[config.mk]
export PLATFORM = sky130hd
export DESIGN_NAME = bitstream_loader_flat
export DESIGN_NICKNAME = d
export VERILOG_FILES = /design/src/rtl/bitstream_loader_if.sv /design/src/rtl/bitstream_loader.sv /design/src/flat_wrapper.sv
export SDC_FILE = /design/constraint.sdc
export NUM_CORES = 1
export LEC_CHECK = 0
export ABC_AREA = 1
export BUFFER_PORTS_ARGS = -buffer_cell sky130_fd_sc_hd__buf_2
export CAP_MARGIN = 15
export CORE_ASPECT_RATIO = 1.5
export CORE_UTILIZATION = 30
export CTS_CLUSTER_DIAMETER = 150
export CTS_CLUSTER_SIZE = 16
export DETAILED_ROUTE_END_ITERATION = 7
export GPL_TIMING_DRIVEN = 0
export PLACE_DENSITY_LB_ADDON = 0.1
export REMOVE_ABC_BUFFERS = 1
export SYNTH_ARGS = -nofsm -noshare
export SYNTH_HDL_FRONTEND = slang
export SYNTH_SLANG_ARGS = --single-unit
export TNS_END_PERCENT = 100
[constraint.sdc]
create_clock -name prog_clk -period 2 [get_ports prog_clk]
set_input_delay 0.4 -clock prog_clk [delete_from_list [all_inputs] [get_ports prog_clk]]
set_output_delay 0.4 -clock prog_clk [all_outputs]
set_load 0.01 [all_outputs]
[src/rtl/bitstream_loader_if.sv]
// Bitstream word stream: the source drives data/valid, the loader returns ready.
interface bitstream_loader_if #(
   parameter int unsigned WORD_W = 8
);
   logic [WORD_W-1:0] s_data;
   logic              s_valid;
   logic              s_ready;

   modport master (output s_data, output s_valid, input s_ready);
   modport slave  (input s_data, input s_valid, output s_ready);
endinterface

[src/rtl/bitstream_loader.sv]
// Feeds the configuration shift chain from a word stream, LSB first, then optionally
// recirculates the chain once and compares a CRC-16 of the returned bits.
module bitstream_loader #(
   parameter int unsigned CHAIN_LEN = 4480,
   parameter int unsigned WORD_W    = 8,
   parameter bit          VERIFY_EN = 1'b1
) (
   input  logic               prog_clk,
   input  logic               prog_rst_n,
   input  logic               start,
   input  logic               abort,
   bitstream_loader_if.slave  s_if,
   output logic               prog_in,
   output logic               prog_en,
   input  logic               prog_out,
   output logic               busy,
   output logic               done,
   output logic               err,
   output logic [15:0]        crc
);
   localparam int unsigned NUM_WORDS = CHAIN_LEN / WORD_W;
   localparam int unsigned CNT_W     = $clog2(CHAIN_LEN + 1);
   localparam int unsigned BIT_W     = $clog2(WORD_W + 1);
   localparam logic [15:0] CRC_POLY  = 16'h1021;
   localparam logic [15:0] CRC_INIT  = 16'hFFFF;

   typedef enum logic [1:0] {ST_IDLE, ST_LOAD, ST_VERIFY, ST_DONE} state_t;

   state_t              state, state_n;
   logic [WORD_W-1:0]   shreg, shreg_n;
   logic [BIT_W-1:0]    sh_bits, sh_bits_n;
   logic [CNT_W-1:0]    bit_cnt, bit_cnt_n;
   logic [CNT_W-1:0]    word_cnt, word_cnt_n;
   logic [15:0]         crc_n, crc_rb, crc_rb_n;
   logic                err_n, s_ready_n, prog_en_n, busy_n, done_n;

   // One serial step of CRC-16-CCITT, MSB-first, unreflected.
   function automatic logic [15:0] crc_step(input logic [15:0] c, input logic b);
      return {c[14:0], 1'b0} ^ (((c[15] ^ b) == 1'b1) ? CRC_POLY : 16'h0000);
   endfunction

   // During readback the chain tail loops straight back to its head.
   assign prog_in = (state == ST_VERIFY) ? prog_out : shreg[0];

   // State and datapath registers.
   always_ff @(posedge prog_clk or negedge prog_rst_n) begin
      if (!prog_rst_n) begin
         state       <= ST_IDLE;
         shreg       <= '0;
         sh_bits     <= '0;
         bit_cnt     <= '0;
         word_cnt    <= '0;
         crc         <= CRC_INIT;
         crc_rb      <= CRC_INIT;
         err         <= 1'b0;
         s_if.s_ready <= 1'b0;
         prog_en     <= 1'b0;
         busy        <= 1'b0;
         done        <= 1'b0;
      end else begin
         state       <= state_n;
         shreg       <= shreg_n;
         sh_bits     <= sh_bits_n;
         bit_cnt     <= bit_cnt_n;
         word_cnt    <= word_cnt_n;
         crc         <= crc_n;
         crc_rb      <= crc_rb_n;
         err         <= err_n;
         s_if.s_ready <= s_ready_n;
         prog_en     <= prog_en_n;
         busy        <= busy_n;
         done        <= done_n;
      end
   end

   // Next-state, datapath update and registered-output precomputation.
   always_comb begin
      state_n    = state;
      shreg_n    = shreg;
      sh_bits_n  = sh_bits;
      bit_cnt_n  = bit_cnt;
      word_cnt_n = word_cnt;
      crc_n      = crc;
      crc_rb_n   = crc_rb;
      err_n      = err;

      unique case (state)
         ST_IDLE, ST_DONE: begin
            if (state == ST_DONE) state_n = ST_IDLE;
            if (start) begin
               state_n    = ST_LOAD;
               shreg_n    = '0;
               sh_bits_n  = '0;
               bit_cnt_n  = '0;
               word_cnt_n = '0;
               crc_n      = CRC_INIT;
               crc_rb_n   = CRC_INIT;
               err_n      = 1'b0;
            end
         end
         ST_LOAD: begin
            if (sh_bits != '0) begin
               shreg_n   = shreg >> 1;
               sh_bits_n = sh_bits - BIT_W'(1);
               bit_cnt_n = bit_cnt + CNT_W'(1);
               crc_n     = crc_step(crc, shreg[0]);
               if (bit_cnt == CNT_W'(CHAIN_LEN - 1)) begin
                  bit_cnt_n = '0;
                  state_n   = VERIFY_EN ? ST_VERIFY : ST_DONE;
               end
            end
            // A word landing on the last-bit cycle refills the register with no bubble.
            if (s_if.s_ready && s_if.s_valid) begin
               shreg_n    = s_if.s_data;
               sh_bits_n  = BIT_W'(WORD_W);
               word_cnt_n = word_cnt + CNT_W'(1);
            end
         end
         ST_VERIFY: begin
            bit_cnt_n = bit_cnt + CNT_W'(1);
            crc_rb_n  = crc_step(crc_rb, prog_out);
            if (bit_cnt == CNT_W'(CHAIN_LEN - 1)) begin
               bit_cnt_n = '0;
               state_n   = ST_DONE;
               err_n     = (crc_rb_n != crc);
            end
         end
         default: state_n = ST_IDLE;
      endcase

      if (abort) begin
         state_n    = ST_IDLE;
         shreg_n    = '0;
         sh_bits_n  = '0;
         bit_cnt_n  = '0;
         word_cnt_n = '0;
      end

      s_ready_n = (state_n == ST_LOAD) && (word_cnt_n < CNT_W'(NUM_WORDS)) &&
                  (sh_bits_n <= BIT_W'(1));
      prog_en_n = ((state_n == ST_LOAD) && (sh_bits_n != '0)) || (state_n == ST_VERIFY);
      busy_n    = (state_n == ST_LOAD) || (state_n == ST_VERIFY);
      done_n    = (state_n == ST_DONE);
   end
endmodule

[src/flat_wrapper.sv]
// flat-port wrapper written by rule: the top's interface ports become plain ports
module bitstream_loader_flat 
#(
   parameter int unsigned CHAIN_LEN = 4480,
   parameter int unsigned WORD_W    = 8,
   parameter bit          VERIFY_EN = 1'b1
)
  (prog_clk, prog_rst_n, start, abort, prog_in, prog_en, prog_out, busy, done, err, crc, s_if_s_data, s_if_s_valid, s_if_s_ready);
  bitstream_loader_if #(.WORD_W(WORD_W)) s_if_i ();
  input  logic prog_clk;
  input  logic prog_rst_n;
  input  logic start;
  input  logic abort;
  output logic prog_in;
  output logic prog_en;
  input  logic prog_out;
  output logic busy;
  output logic done;
  output logic err;
  output logic [15:0] crc;
  input wire logic [$bits(s_if_i.s_data)-1:0] s_if_s_data;
  input wire logic [$bits(s_if_i.s_valid)-1:0] s_if_s_valid;
  output wire logic [$bits(s_if_i.s_ready)-1:0] s_if_s_ready;
  assign s_if_i.s_data = s_if_s_data;
  assign s_if_i.s_valid = s_if_s_valid;
  assign s_if_s_ready = s_if_i.s_ready;
  bitstream_loader #(.CHAIN_LEN(CHAIN_LEN), .WORD_W(WORD_W), .VERIFY_EN(VERIFY_EN)) u_core (.prog_clk(prog_clk), .prog_rst_n(prog_rst_n), .start(start), .abort(abort), .s_if(s_if_i), .prog_in(prog_in), .prog_en(prog_en), .prog_out(prog_out), .busy(busy), .done(done), .err(err), .crc(crc));
endmodule
Yosys cells after proc, flatten, opt, wreduce, memory -nomap -nowiden:

Index checks and enable logic that the tools add are counted.

* add/sub/neg operators: 3
* multiply operators: 0
* div/mod/pow operators: 0
* order comparisons: 2
* equal/unequal tests: 14
* shifts and indexed selects: 0
* muxes and demuxes: 36
* bitwise operators: 4
* reductions and logical operators: 18

Operators with widths (number)
* 2-to-1 mux 13 bit: 9
* one-hot mux 16 bit (2 select lines): 2
* one-hot mux 13 bit (3 select lines): 1
* 2-to-1 mux 16 bit: 2
* 2-to-1 mux 8 bit: 4
* bitwise XOR 16 bit: 2
* adder 13 x 1 -> 13 bit (second input constant): 2
* one-hot mux 13 bit (2 select lines): 1
* 2-to-1 mux 4 bit: 4
* inequality test 16 bit: 1
* one-hot mux 8 bit (2 select lines): 1
* == test 13 bit (second input constant): 1
* less-than comparator 13 x 10 -> 1 bit (second input constant): 1
* 2-to-1 mux 2 bit: 6
* AND reduction 3 bit: 3
* == test 2 bit (second input constant): 4
* one-hot mux 4 bit (2 select lines): 1
* nonzero test 4 bit: 2
* one-hot mux 2 bit (3 select lines): 1
* == test 2 x 1 -> 1 bit (second input constant): 2
* <= comparator 4 x 1 -> 1 bit (second input constant): 1
* logical AND 1 bit: 4
* inequality test 2 bit (second input constant): 2
* inequality test 4 x 2 -> 1 bit (second input constant): 1
* 13 further kinds: 19

* register bits: 77
* latch bits: 0
* bits in writable memories: 0
* bits in read-only memories: 0
* bits of input ports: 14
* output and inout port bits: 22
* logic and storage cells: 89
* memories: 0

Longest topological paths before layout:

* word-level depth: 8
* gate-level depth with buffers: 17
* gate-level depth less buffers: 17

Worst setup path before layout:

OpenSTA, ideal clock, no wires.

* path type: register -> register
* start point: reg u_core.state[0]
* end point: reg u_core.s_if.s_ready
* library setup time: 0.071 ns
* arrival time: 1.904 ns
* data required time: 1.929 ns
* path slack: 0.024 ns
* cell stages (with the launch flop): 16
* path buffers: 0
* clock period less this slack: 1.976 ns
* cells stage by stage: dfrtp_1 > inv_1 > ha_1 > inv_1 > nand2_1 > nand2_4 > nand2_1 > nand2_1 > inv_1 > o211ai_1 > inv_1 > ha_1 > nand2_1 > nor2_1 > nand3_1 > nor2_1

* cells in the longest elaborated chain, start to end: 8
* elaborated cells on any way between the ends: 21
* classes of those cells: order compare (2); eq/ne (4); mux (11); reduce/logical (4)

Ends and longest elaborated chain
* start, declared: RTL line bitstream_loader.sv:29 `state_t state, state_n;`
* start signal, assigned: RTL line bitstream_loader.sv:61 `state <= state_n;`
* == test 2 bit: RTL line bitstream_loader.sv:87, bitstream_loader.sv:89
* 2-to-1 mux 2 bit: RTL line bitstream_loader.sv:89 `if (state == ST_DONE) state_n = ST_IDLE;`
* 2-to-1 mux 2 bit: RTL line bitstream_loader.sv:90 `if (start) begin`
* one-hot mux 2 bit (3 select lines) *: RTL line bitstream_loader.sv:87 `unique case (state)`
* 2-to-1 mux 2 bit *: RTL line bitstream_loader.sv:131 `if (abort) begin`
* via u_core.state_n[0]: RTL line bitstream_loader.sv:29
* == test 2 x 1 -> 1 bit *: RTL line bitstream_loader.sv:139 `s_ready_n = (state_n == ST_LOAD) && (word_cnt_n < CNT_W'(NUM_WORDS)) &&`
* logical AND 1 bit * (2 in a row): RTL line bitstream_loader.sv:139
* via u_core.s_ready_n: RTL line bitstream_loader.sv:35 `logic err_n, s_ready_n, prog_en_n, busy_n, done_n;`
* end signal, assigned: RTL line bitstream_loader.sv:69 `s_if.s_ready <= s_ready_n;`
* end, declared: RTL line bitstream_loader_if.sv:10 `modport slave (input s_data, input s_valid, output s_ready);`

Mark *: on every way through the listed nets, which the timed path passes. The rest lies on a longest branch.
A chain may end at the register's enable or synchronous reset.

Worst setup path after layout:

* start point: reg u_core.bit_cnt[0]
* end point: reg u_core.done

* cells in the longest elaborated chain, start to end: 6
* elaborated cells on any way between the ends: 7
* classes of those cells: eq/ne (2); mux (5)

Ends and longest elaborated chain
* start, declared: RTL line bitstream_loader.sv:32 `logic [CNT_W-1:0] bit_cnt, bit_cnt_n;`
* start signal, assigned: RTL line bitstream_loader.sv:64 `bit_cnt <= bit_cnt_n;`
* == test 13 bit *: RTL line bitstream_loader.sv:107, bitstream_loader.sv:122
* 2-to-1 mux 2 bit: RTL line bitstream_loader.sv:107 `if (bit_cnt == CNT_W'(CHAIN_LEN - 1)) begin`
* 2-to-1 mux 2 bit: RTL line bitstream_loader.sv:102 `if (sh_bits != '0) begin`
* one-hot mux 2 bit (3 select lines) *: RTL line bitstream_loader.sv:87
* 2-to-1 mux 2 bit *: RTL line bitstream_loader.sv:131
* via u_core.state_n[0]: RTL line bitstream_loader.sv:29
* == test 2 bit *: RTL line bitstream_loader.sv:143 `done_n = (state_n == ST_DONE);`
* via u_core.done_n: RTL line bitstream_loader.sv:35
* end signal, assigned: RTL line bitstream_loader.sv:72 `done <= done_n;`
* end, declared: RTL line bitstream_loader.sv:17 `output logic done,`

Marks and branches as above.

==> impl_metrics.yaml <==
drt:
  route.vias.total: 3766
  drc: 0
  drt_pass1_iterations: 4
  viasPerCell: 4.576
  ant_nets: 0
  totalWireLength_mm: 11.66
  detail_route.iter0.violations: 116
  wire_per_inst_um: 14.16
layout:
  layout-drive-gt1-share: 0.2871
  area_growth_pct: 23.56
  finalInstanceArea_mm2: 0.005492
  diodes: 0
  final_cell_mix: "nand2_1 (106), inv_1 (90), o21ai_0 (48), nor2_1 (47), dfrtp_1 (44)"
  fillCellCount: 1529
  fin_nets: 645
  final_common_cell: "nand2_1"
floorplanning:
  die_x_um: 101.4
  dieArea_mm2: 0.01532
  dieHeight_um: 151.1
  rows: 54
  ioPinCount: 36
  core_mm2: 0.01453
  initial_utilization: 0.3059
setup_path:
  cp_num_buf_inv: 6
  reg2reg_from: "u_core.bit_cnt[0]"
  start_kind: "flip-flop"
  max_stage_delay_ns: 0.40
  cp.required_ns: 2.23
  cp_data_arrival_time_ns: 2.36
  critPathTopFamily: "buffers and inverters"
  cpMaxStageDelayCell: "dfrtp_1"
  worst-path-max-fanout: 3
  r2r_slack_ns: -0.13
  r2r_end: "u_core.done"
  end_kind: "flip-flop"
  reg2reg_depth: 14
  path_cells: "ha_4 -> nand3_4 -> nor2_4 -> nand3_2 -> inv_2 -> nand2_4 -> inv_4 -> nand2_4 -> o211ai_1 -> inv_1 -> buf_4 -> buf_6 -> buf_4 -> ha_4"
  path_class: "reg2reg"
clocking:
  path_clk_slew_ns: 0.06
  cts_tree: "done"
  cts.path.max_buffers: 2
  htreeDepth: 3
  cts_sinks: 77
  insertion_delay_ns: 0.34
  cts-root-buf: "clkbuf_16"
  cts_buffers: 9
timing:
  report.final.slew_viol_count: 0
  worstMarginPinSlew_ns: 0.4826
  fmax_ghz: 0.4703
  hold_viol: 0
  final.setup.worst_slack_ns: -0.1262
  post-route-period-util: 1.063
  skew_ns: 0.009036
  setup_viol: 3
  grt_setup_unrepaired: "yes"
  min_period_ns: 2.126
  maxSlewHeadroom: 0.6783
min_path:
  worst_hold_path_type: "in2async"
global_routing:
  grt_pass1_vias: 3867
  antenna_found_initial: 0
  grt_max_degree: 46
  grt_first_pass_wirelength_mm: 19.25
  grt_usage: 0.1669
  grt-ovfl-total: 0
synth:
  syn_inst: 556
  ys_ff_latch: 77
  synth.top_cells.by_area: "dfrtp_1 (25%), dfstp_2 (19%), nand2_1 (9.1%), inv_1 (7.8%), o21ai_0 (5.5%)"
  ys_types: 41
  yosys_warnings: 0
  avgSynthCellArea_um2: 7.993
  synth_largest_area_cell: "dfrtp_1"
  ys_seq_area_frac: 0.4426
  netlist_area_mm2: 0.004444
  synth_top_area_share: 0.2534
status:
  status: "finished with violations"
  failed_checks: "negative setup slack"
power_and_ir_drop:
  power.density_mw_per_mm2: 869.7
  p_leak_uw: 0.002615
  p_total_uw: 4776
  vdd.ir_drop.worst_mv: 0.3378
placement:
  place_ws_ns: -0.9220
  gp_congestion: 0.7754
  portBuffers: 35
  hpwl_mm: 8.201
  placed_area_mm2: 0.004815
run:
  maxCapViolCount: 0
==> cell type report <==
class	count	area, µm²	share of cell area
Multi-Input combinational cell	363	2122	0.3864
Sequential cell	77	1968	0.3584
Clock inverter	5	37.54	0.006835
Tap cell	196	245.2	0.04466
Inverter	104	409.1	0.07450
Clock buffer	11	264.0	0.04807
Timing Repair inverter	1	7.507	0.001367
Timing Repair Buffer	66	437.9	0.07974
==> metrics by stage <==
| step | std cells | utilization | hold slack [ns] | TNS (ns) |
|---|---|---|---|---|
| 6_report | 823 | 0.3780 | 0.02166 | -0.2211 |
| 5_1_grt | 823 | 0.3780 | 0.05648 | -0.8616 |
| 4_1_cts | 817 | 0.3717 | 0.03695 | -0.1111 |
| 2_1_floorplan | 544 | - | 0.1044 | -0.1922 |
| 3_5_place_dp | 776 | 0.3314 | 0.3952 | -29.11 |
| 3_3_place_gp | 775 | 0.3294 | 0.4774 | -37.95 |
==> cells in the mapped netlist, drive strengths merged <==
cell type and n:
nand2 123, inv 103, nor2 62, o21ai 52, dfrtp 45, dfstp 32, nand3 30, a21oi 22
a22oi 15, xor2 12, buf 10, ha 9, nor3 8, a31oi 7, o211ai 4, o22ai 4
xnor2 4, nand4 3, a41oi 2, and3 2, clkbuf 2, o21bai 2, clkinv 1, o221ai 1
or2 1
==> cells by family (layout without fill, tap and decap cells) <==
logic type / count (synthesis) / count (layout) / share of synthesized area
flops: 77 / 77 / 0.4426
buf+inv: 116 / 187 / 0.1081
fa+ha+maj: 9 / 9 / 0.02534
compound gates: 109 / 109 / 0.1470
simple gates: 229 / 229 / 0.2455
xor+xnor: 16 / 16 / 0.03153
==> timing repair <==
item,4_1_cts,5_1_grt
pin swaps,9,11
hold buffers,0,0
gates cloned,1,0
endpoints found under the setup margin,74,16
gates resized for setup,21,11
setup buffers,24,9
==> power by group <==
part | internal, µW | total [µW] | leakage (µW) | switching [µW]
logic | 450 | 1180 | 0.00151 | 727
registers | 1790 | 1950 | 0.000960 | 163
clock network | 958 | 1640 | 0.000148 | 686
total | 3200 | 4780 | 0.00261 | 1580
==> worst max-delay path by stage <==
stage,start,endpoint,slack [ns],cells past startpoint
floorplan,u_core.state[0],u_core.s_if.s_ready,-0.06,15
global placement,u_core.state[1],u_core.crc[11],-0.98,8
detailed placement,u_core.state[1],u_core.crc[11],-0.92,8
CTS,u_core.bit_cnt[1],u_core.done,-0.06,13
global route,u_core.bit_cnt[0],u_core.done,-0.26,14
finish,u_core.bit_cnt[0],u_core.done,-0.13,14
==> state kept, by name (all words and copies together) (netlist names) <==
signal / cells
u_core.crc_rb: 16
u_core.bit_cnt: 13
u_core.prog_en: 1
u_core.word_cnt: 13
u_core.shreg: 8
u_core.busy: 1
u_core.sh_bits: 4
u_core.crc: 16
u_core.s_if.s_ready: 1
u_core.done: 1
u_core.err: 1
u_core.state: 2
==> layer usage <==
layer  part of all wire  track usage  vias to the layer above
met5                  0            0                        -
met3              0.021      0.02307                       17
li1                   -            -                     1903
met1               0.42       0.1862                     1809
met2               0.54       0.3160                       37
met4              0.018      0.06159                        0
(Power assumes the default switching activity.)
